`src/rtl/mem_arbiter_if.sv`:
```
`timescale 1ns/1ps
`default_nettype none
// ============================================================================
//  Module      : mem_arbiter_if
//  Description : Bundles the fetch requester, data requester and shared
//                memory port signals of mem_arbiter into one interface.
//                - i_*   : instruction-fetch requester (req/addr in, ack/rdata out)
//                - d_*   : data requester (req/we/addr/wdata in, ack/rdata out)
//                - mem_* : shared memory port (req/we/addr/wdata out,
//                          rdata/ack in)
//                - timeout : sticky error flag out of the arbiter
//                Modport "slave" is the arbiter's view; "master" is the view
//                of the environment (both requesters plus the memory).
//  Revision    : 1.0 - initial release
// ============================================================================
interface mem_arbiter_if;
  // fetch requester
  logic        i_req;
  logic [31:0] i_addr;
  logic        i_ack;
  logic [31:0] i_rdata;
  // data requester
  logic        d_req;
  logic        d_we;
  logic [31:0] d_addr;
  logic [31:0] d_wdata;
  logic        d_ack;
  logic [31:0] d_rdata;
  // shared memory port
  logic        mem_req;
  logic        mem_we;
  logic [31:0] mem_addr;
  logic [31:0] mem_wdata;
  logic [31:0] mem_rdata;
  logic        mem_ack;
  // status
  logic        timeout;

  modport slave (
    input  i_req, i_addr, d_req, d_we, d_addr, d_wdata, mem_rdata, mem_ack,
    output i_ack, i_rdata, d_ack, d_rdata, mem_req, mem_we, mem_addr,
           mem_wdata, timeout
  );

  modport master (
    output i_req, i_addr, d_req, d_we, d_addr, d_wdata, mem_rdata, mem_ack,
    input  i_ack, i_rdata, d_ack, d_rdata, mem_req, mem_we, mem_addr,
           mem_wdata, timeout
  );
endinterface
`default_nettype wire

```
`src/rtl/mem_arbiter.sv`:
```
`timescale 1ns/1ps
`default_nettype none
// ============================================================================
//  Module      : mem_arbiter
//  Description : Two-requester (fetch / data) arbiter onto one shared memory
//                port. One transaction at a time: IDLE -> BUSY -> RESP.
//                A BUSY wait counter bounds how long the memory may stall;
//                on expiry the requester gets rdata 0 and the sticky timeout
//                flag is raised.
//  Ports       : clk  - clock, rising edge
//                rst  - asynchronous active-high reset
//                bus  - mem_arbiter_if.slave (fetch, data and memory sides)
//  Parameters  : TIMEOUT_CYCLES - max BUSY cycles waiting for mem_ack
//  Config      : MEM_ARBITER_ROUND_ROBIN_EN - when defined, simultaneous
//                requests alternate using a last-granted bit; otherwise the
//                data requester always wins a tie.
//  Revision    : 1.0 - initial release
// ============================================================================
module mem_arbiter #(
  parameter logic [7:0] TIMEOUT_CYCLES = 8'd255
) (
  input  logic          clk,
  input  logic          rst,
  mem_arbiter_if.slave  bus
);

  typedef enum logic [1:0] {
    IDLE = 2'd0,
    BUSY = 2'd1,
    RESP = 2'd2
  } state_t;

  state_t      r_state;
  state_t      w_next;

  logic        r_id;        // 1 = data requester owns the transaction
  logic        r_we;
  logic [31:0] r_addr;
  logic [31:0] r_wdata;
  logic [31:0] r_rdata;
  logic [7:0]  r_cnt;
  logic        r_timeout;

  logic        w_any_req;
  logic        w_grant_data;
  logic        w_timeout_hit;
  logic        w_mem_req;
  logic        w_mem_we;
  logic        w_i_ack;
  logic        w_d_ack;

  assign w_any_req = bus.i_req | bus.d_req;

`ifdef MEM_ARBITER_ROUND_ROBIN_EN
  // 1 = fetch was granted last; reset value 0 means "data granted last",
  // so the first tie after reset goes to fetch.
  logic r_last_fetch;

  always_comb begin
    w_grant_data = bus.d_req;
    if (bus.d_req && bus.i_req) begin
      w_grant_data = r_last_fetch;
    end
  end

  always_ff @(posedge clk or posedge rst) begin
    if (rst) begin
      r_last_fetch <= 1'b0;
    end else if (r_state == IDLE && w_any_req) begin
      r_last_fetch <= ~w_grant_data;
    end
  end
`else
  assign w_grant_data = bus.d_req;
`endif

  // This BUSY cycle is the last one allowed: the counter would reach the
  // limit at the coming edge. Widened so a limit of 255 cannot wrap.
  assign w_timeout_hit = ({1'b0, r_cnt} + 9'd1) >= {1'b0, TIMEOUT_CYCLES};

  // --------------------------------------------------------------------------
  // FSM state register
  // --------------------------------------------------------------------------
  always_ff @(posedge clk or posedge rst) begin
    if (rst) begin
      r_state <= IDLE;
    end else begin
      r_state <= w_next;
    end
  end

  // --------------------------------------------------------------------------
  // FSM next state and control outputs
  // --------------------------------------------------------------------------
  always_comb begin
    w_next    = r_state;
    w_mem_req = 1'b0;
    w_mem_we  = 1'b0;
    w_i_ack   = 1'b0;
    w_d_ack   = 1'b0;
    case (r_state)
      IDLE: begin
        if (w_any_req) begin
          w_next = BUSY;
        end
      end
      BUSY: begin
        w_mem_req = 1'b1;
        w_mem_we  = r_we;
        // A real ack on the final allowed cycle still wins over the timeout.
        if (bus.mem_ack || w_timeout_hit) begin
          w_next = RESP;
        end
      end
      RESP: begin
        w_i_ack = ~r_id;
        w_d_ack = r_id;
        w_next  = IDLE;
      end
      default: begin
        w_next = IDLE;
      end
    endcase
  end

  // --------------------------------------------------------------------------
  // Transaction latches, wait counter, response data, sticky timeout
  // --------------------------------------------------------------------------
  always_ff @(posedge clk or posedge rst) begin
    if (rst) begin
      r_id      <= 1'b0;
      r_we      <= 1'b0;
      r_addr    <= '0;
      r_wdata   <= '0;
      r_rdata   <= '0;
      r_cnt     <= '0;
      r_timeout <= 1'b0;
    end else begin
      case (r_state)
        IDLE: begin
          if (w_any_req) begin
            r_id  <= w_grant_data;
            r_cnt <= '0;
            if (w_grant_data) begin
              r_we    <= bus.d_we;
              r_addr  <= bus.d_addr;
              r_wdata <= bus.d_wdata;
            end else begin
              r_we    <= 1'b0;
              r_addr  <= bus.i_addr;
              r_wdata <= '0;
            end
          end
        end
        BUSY: begin
          if (bus.mem_ack) begin
            r_rdata <= bus.mem_rdata;
          end else begin
            r_cnt <= r_cnt + 8'd1;
            if (w_timeout_hit) begin
              r_rdata   <= '0;
              r_timeout <= 1'b1;
            end
          end
        end
        default: begin
        end
      endcase
    end
  end

  // --------------------------------------------------------------------------
  // Output drive; read data is only presented alongside its ack
  // --------------------------------------------------------------------------
  assign bus.mem_req   = w_mem_req;
  assign bus.mem_we    = w_mem_we;
  assign bus.mem_addr  = r_addr;
  assign bus.mem_wdata = r_wdata;
  assign bus.i_ack     = w_i_ack;
  assign bus.d_ack     = w_d_ack;
  assign bus.i_rdata   = w_i_ack ? r_rdata : 32'h0;
  assign bus.d_rdata   = w_d_ack ? r_rdata : 32'h0;
  assign bus.timeout   = r_timeout;

endmodule
`default_nettype wire

```
`src/flat_wrapper.sv`:
```
// flat-port wrapper written by rule: the top's interface ports become plain ports
module mem_arbiter_flat 
#(
  parameter logic [7:0] TIMEOUT_CYCLES = 8'd255
)
  (clk, rst, bus_i_req, bus_i_addr, bus_d_req, bus_d_we, bus_d_addr, bus_d_wdata, bus_mem_rdata, bus_mem_ack, bus_i_ack, bus_i_rdata, bus_d_ack, bus_d_rdata, bus_mem_req, bus_mem_we, bus_mem_addr, bus_mem_wdata, bus_timeout);
  mem_arbiter_if bus_i ();
  input  logic clk;
  input  logic rst;
  input wire logic [$bits(bus_i.i_req)-1:0] bus_i_req;
  input wire logic [$bits(bus_i.i_addr)-1:0] bus_i_addr;
  input wire logic [$bits(bus_i.d_req)-1:0] bus_d_req;
  input wire logic [$bits(bus_i.d_we)-1:0] bus_d_we;
  input wire logic [$bits(bus_i.d_addr)-1:0] bus_d_addr;
  input wire logic [$bits(bus_i.d_wdata)-1:0] bus_d_wdata;
  input wire logic [$bits(bus_i.mem_rdata)-1:0] bus_mem_rdata;
  input wire logic [$bits(bus_i.mem_ack)-1:0] bus_mem_ack;
  output wire logic [$bits(bus_i.i_ack)-1:0] bus_i_ack;
  output wire logic [$bits(bus_i.i_rdata)-1:0] bus_i_rdata;
  output wire logic [$bits(bus_i.d_ack)-1:0] bus_d_ack;
  output wire logic [$bits(bus_i.d_rdata)-1:0] bus_d_rdata;
  output wire logic [$bits(bus_i.mem_req)-1:0] bus_mem_req;
  output wire logic [$bits(bus_i.mem_we)-1:0] bus_mem_we;
  output wire logic [$bits(bus_i.mem_addr)-1:0] bus_mem_addr;
  output wire logic [$bits(bus_i.mem_wdata)-1:0] bus_mem_wdata;
  output wire logic [$bits(bus_i.timeout)-1:0] bus_timeout;
  assign bus_i.i_req = bus_i_req;
  assign bus_i.i_addr = bus_i_addr;
  assign bus_i.d_req = bus_d_req;
  assign bus_i.d_we = bus_d_we;
  assign bus_i.d_addr = bus_d_addr;
  assign bus_i.d_wdata = bus_d_wdata;
  assign bus_i.mem_rdata = bus_mem_rdata;
  assign bus_i.mem_ack = bus_mem_ack;
  assign bus_i_ack = bus_i.i_ack;
  assign bus_i_rdata = bus_i.i_rdata;
  assign bus_d_ack = bus_i.d_ack;
  assign bus_d_rdata = bus_i.d_rdata;
  assign bus_mem_req = bus_i.mem_req;
  assign bus_mem_we = bus_i.mem_we;
  assign bus_mem_addr = bus_i.mem_addr;
  assign bus_mem_wdata = bus_i.mem_wdata;
  assign bus_timeout = bus_i.timeout;
  mem_arbiter #(.TIMEOUT_CYCLES(TIMEOUT_CYCLES)) u_core (.clk(clk), .rst(rst), .bus(bus_i));
endmodule
```
`config.mk`:
```
export PLATFORM = sky130hd
export DESIGN_NAME = mem_arbiter_flat
export DESIGN_NICKNAME = d
export VERILOG_FILES = /design/src/rtl/mem_arbiter_if.sv /design/src/rtl/mem_arbiter.sv /design/src/flat_wrapper.sv
export SDC_FILE = /design/constraint.sdc
export NUM_CORES = 1
export LEC_CHECK = 0
export ABC_AREA = 1
export BUFFER_PORTS_ARGS = -buffer_cell sky130_fd_sc_hd__buf_4
export CAP_MARGIN = 15
export CORE_ASPECT_RATIO = 1.75
export CORE_MARGIN = 5
export CORE_UTILIZATION = 46
export CTS_CLUSTER_SIZE = 40
export DETAILED_ROUTE_END_ITERATION = 8
export PLACE_DENSITY = 0.87
export SLEW_MARGIN = 10
export SYNTH_ARGS = -nofsm -noshare
export SYNTH_HDL_FRONTEND = slang
export SYNTH_SLANG_ARGS = --single-unit
```
`constraint.sdc`:
```
create_clock -name clk -period 3.8 [get_ports clk]
set_input_delay 0.57 -clock clk [delete_from_list [all_inputs] [get_ports clk]]
set_output_delay 0.57 -clock clk [all_outputs]
set_load 0.1 [all_outputs]
```
==> results.py <==
metrics = {
    "yosys": {
        "netlist_top_cells_count": "233 x nand2_1, 109 x dfrtp_1, 84 x inv_1",
        "yosys-top-cells-area": "dfrtp_1 53%, nand2_1 17%, o21ai_0 6.6%, inv_1 6.1%, nor2_1 5.1%",
        "synthAdderAreaFrac_pct": 0.484,
        "synth_cells": 678,
        "synth_seq_area_share_pct": 52.8,
        "synth.cell_area_um2": 5170,
        "async_flop_share_pct": 100,
        "synth_edf_count": 0,
        "synth_compound_area_share_pct": 7.99,
        "yosys_warnings": 0,
        "syn_nets": 814,
        "synth-main-ff-cell": "dfrtp_1",
        "synth_top_family_by_area": "simple AND/OR/NAND/NOR gates",
        "synth.most_common_cell": "nand2_1",
        "synth-simple-area-share_pct": 28.9,
        "synthMuxAreaShare_pct": 0,
        "synth_cell_types": 27,
        "yosys.area.top_type": "dfrtp_1",
        "ys_seq_elements": 109,
        "synthXorXnorAreaFrac_pct": 0.170,
        "avgSynthCellArea_um2": 7.62,
        "yosysTopAreaCellShare_pct": 52.8,
    },
    "timing": {
        "slew_violations": 0,
        "hold_slack_ns": 0.362,
        "finalHoldViolCount": 0,
        "clock_skew_ns": 0.00865,
        "fin_setup_tns_ns": 0,
        "worstMarginPinSlew_ns": 0.955,
        "slew_headroom_pct": 36.3,
        "rsz0062_at_grt": "false",
        "layout_min_cycle_time_ns": 2.61,
        "fmax_ghz": 0.384,
        "timing.final.crit_share_pct": 68.6,
        "setup_violations": 0,
    },
    "pwr": {
        "seq_power_share_pct": 25.8,
        "ir_drop_v": 0.000903,
        "p_clk_share_pct": 11.7,
        "power.share.switching_pct": 60.2,
        "power_frac_comb_pct": 62.5,
        "p_sw_mw": 4.60,
        "p_leak_nw": 4.26,
        "power.density_nw_per_um2": 1020,
        "p_int_mw": 3.04,
    },
    "critical_path": {
        "cp_slowest_stage_delay_ns": 0.69,
        "crit_chain": "inv_1 > nor3_2 > inv_1 > nor2_1 > buf_4",
        "rr_worst_depth": 11,
        "end_kind": "primary output",
        "cpLargestDelayFamily": "buffers and inverters",
        "cp.required_ns": 3.23,
        "arrival_ns": 2.04,
        "reg2reg_to": "u_core.r_rdata[20]$_DFFE_PP0P_",
        "crit_buf_inv": 3,
        "crit-reg2reg-launch": "u_core.r_cnt[0]$_DFFE_PP0P_",
        "crit_path_max_fanout": 32,
        "crit_top_cell": "inv_1",
        "rrSetupSlack_ns": 1.71,
        "worstSetupPathType": "reg -> out",
        "cp_slowest_cell": "inv_1",
        "start_kind": "flop",
    },
    "cts": {
        "cts_tree": "yes",
        "post_cts_resized": 0,
        "htreeDepth": 3,
        "clk_pin_slew_ns": 0.07,
        "cts-buffers-inserted": 9,
        "post-cts-setup-buffers": 0,
        "cts_root_buffer": "clkbuf_16",
        "clk_path_buf_depth": 2,
        "cts_sinks": 109,
        "ctsHoldBuffers": 0,
        "clock_latency_ns": 0.34,
    },
    "die": {
        "start_util_pct": 46.5,
        "rows": 51,
        "core_um2": 11100,
        "dieArea_um2": 13500,
        "die_w_um": 90.1,
        "die_y_um": 150,
        "ios": 267,
    },
    "place": {
        "hpwl_mm": 11.6,
        "portBuffers": 266,
        "place_congestion": 0.903,
    },
    "global_routing": {
        "antenna_found_initial": 0,
        "grt_pass1_vias": 4920,
        "grt_pass1_wl_mm": 24.0,
        "overflow": 0,
        "grt_max_degree": 110,
        "grt_use_total_pct": 21.7,
    },
    "route": {
        "antenna_left": 0,
        "via_count": 5096,
        "firstDrtPassIters": 4,
        "first_iter_violations": 214,
        "vias_per_cell": 4.80,
        "wl_mm": 15.1,
        "avgRoutedWirePerCell_um": 14.2,
        "drc_errors": 0,
    },
    "cells_and_area": {
        "final_net_count": 1060,
        "antenna_cells": 0,
        "drive_gt1_share_pct": 33.6,
        "fill_cells": 927,
        "synthToLayoutAreaGrowth_pct": 45.3,
    },
    "flow_run": {
        "cap_violations": 0,
    },
    "status": {
        "status": "completed",
    },
    "hold_path": {
        "hp-class": "in -> async",
    },
}
layer usage:
metal / global-route usage, % / part of all wire (%) / vias up
met5: 0 / 0 / -
met4: 7.45 / 2.4 / 0
met3: 5.00 / 7.2 / 22
met2: 39.2 / 53 / 219
met1: 25.3 / 37 / 2302
li1: - / - / 2553
area by class of cell:
cell class	count	area [um2]	area share, %
timing repair buffer	271	2050	27.3
clock inverter	6	53.8	0.717
multi-input combinational	448	1960	26.1
sequential	109	2730	36.3
tap	132	165	2.20
clock buffer	10	229	3.05
inverter	85	322	4.28
layout by cell type, fill, tap and decap left out, types with 4 or more instances in the layout:
cell	instances
nand2_1	233
clkbuf_16	9
nand3_1	41
inv_1	83
nand2_2	10
nor2_1	69
o21ai_1	4
buf_4	270
o21ai_0	68
dfrtp_1	109
nor2_2	7
worst max-delay path by stage:
stage,from,to,slack [ns],cells past startpoint
3_3_place_gp,bus_d_req,u_core.bus.mem_addr[18]$_DFFE_PP0P_,1.40,4
3_5_place_dp,bus_d_req,u_core.bus.mem_addr[14]$_DFFE_PP0P_,1.29,4
4_1_cts,u_core.r_state[1]$_DFFE_PP0P_,bus_i_rdata[28],1.15,5
6_report,u_core.r_state[1]$_DFFE_PP0P_,bus_i_rdata[28],1.19,5
2_1_floorplan,u_core.r_state[1]$_DFFE_PP0P_,bus_d_rdata[10],-0.25,5
5_1_grt,u_core.r_state[1]$_DFFE_PP0P_,bus_i_rdata[28],1.03,5
worst register-to-register path, cell delays in order, from the launching register on:
cell	delay, ns
dfrtp_1	0.44
ha_1	0.26
nand2_1	0.10
inv_1	0.08
nor2_1	0.17
nand3_1	0.10
nor2_1	0.16
nand3_2	0.11
nand3_2	0.09
nand2_4	0.24
nand2_1	0.16
nand2_1	0.07
power groups by stage:
stage               combinational [mW]  sequential, mW  clock, mW
finish                            4.77            1.97      0.896
global route                      5.01            2.03      0.968
CTS                               4.81            1.97      0.922
detailed placement                4.81            1.97          0
global placement                  4.74            1.97          0
floorplan                         1.50            4.19          0
registers in the layout, indices dropped and copies added (netlist names):
name,flops
u_core.bus.mem_addr,32
u_core.bus.mem_wdata,32
u_core.bus.timeout,1
u_core.r_cnt,8
u_core.r_id,1
u_core.r_rdata,32
u_core.r_state,2
u_core.r_we,1
stage by stage:
stage | instances | utilization [%] | worst slack (ns) | cell area, um2 | total power, mW
finish | 1061 | 67.6 | 1.19 | 7510 | 7.64
global route | 1061 | 67.6 | 1.03 | 7510 | 8.01
CTS | 1061 | 67.6 | 1.15 | 7510 | 7.70
detailed placement | 1045 | 65.1 | 1.29 | 7220 | 6.78
global placement | 1045 | 65.1 | 1.40 | 7220 | 6.71
floorplan | 678 | - | -0.246 | 5180 | 5.69
cells by family after synthesis:
kind of cell,count (synthesis)
xor gates and xnor gates,1
and+or+nand+nor,366
adders and majority gates,2
AOI/OAI and AO/OA,79
DFF,109
buffers and inverters,121
Note: power is estimated with default switching activity, not from simulation.
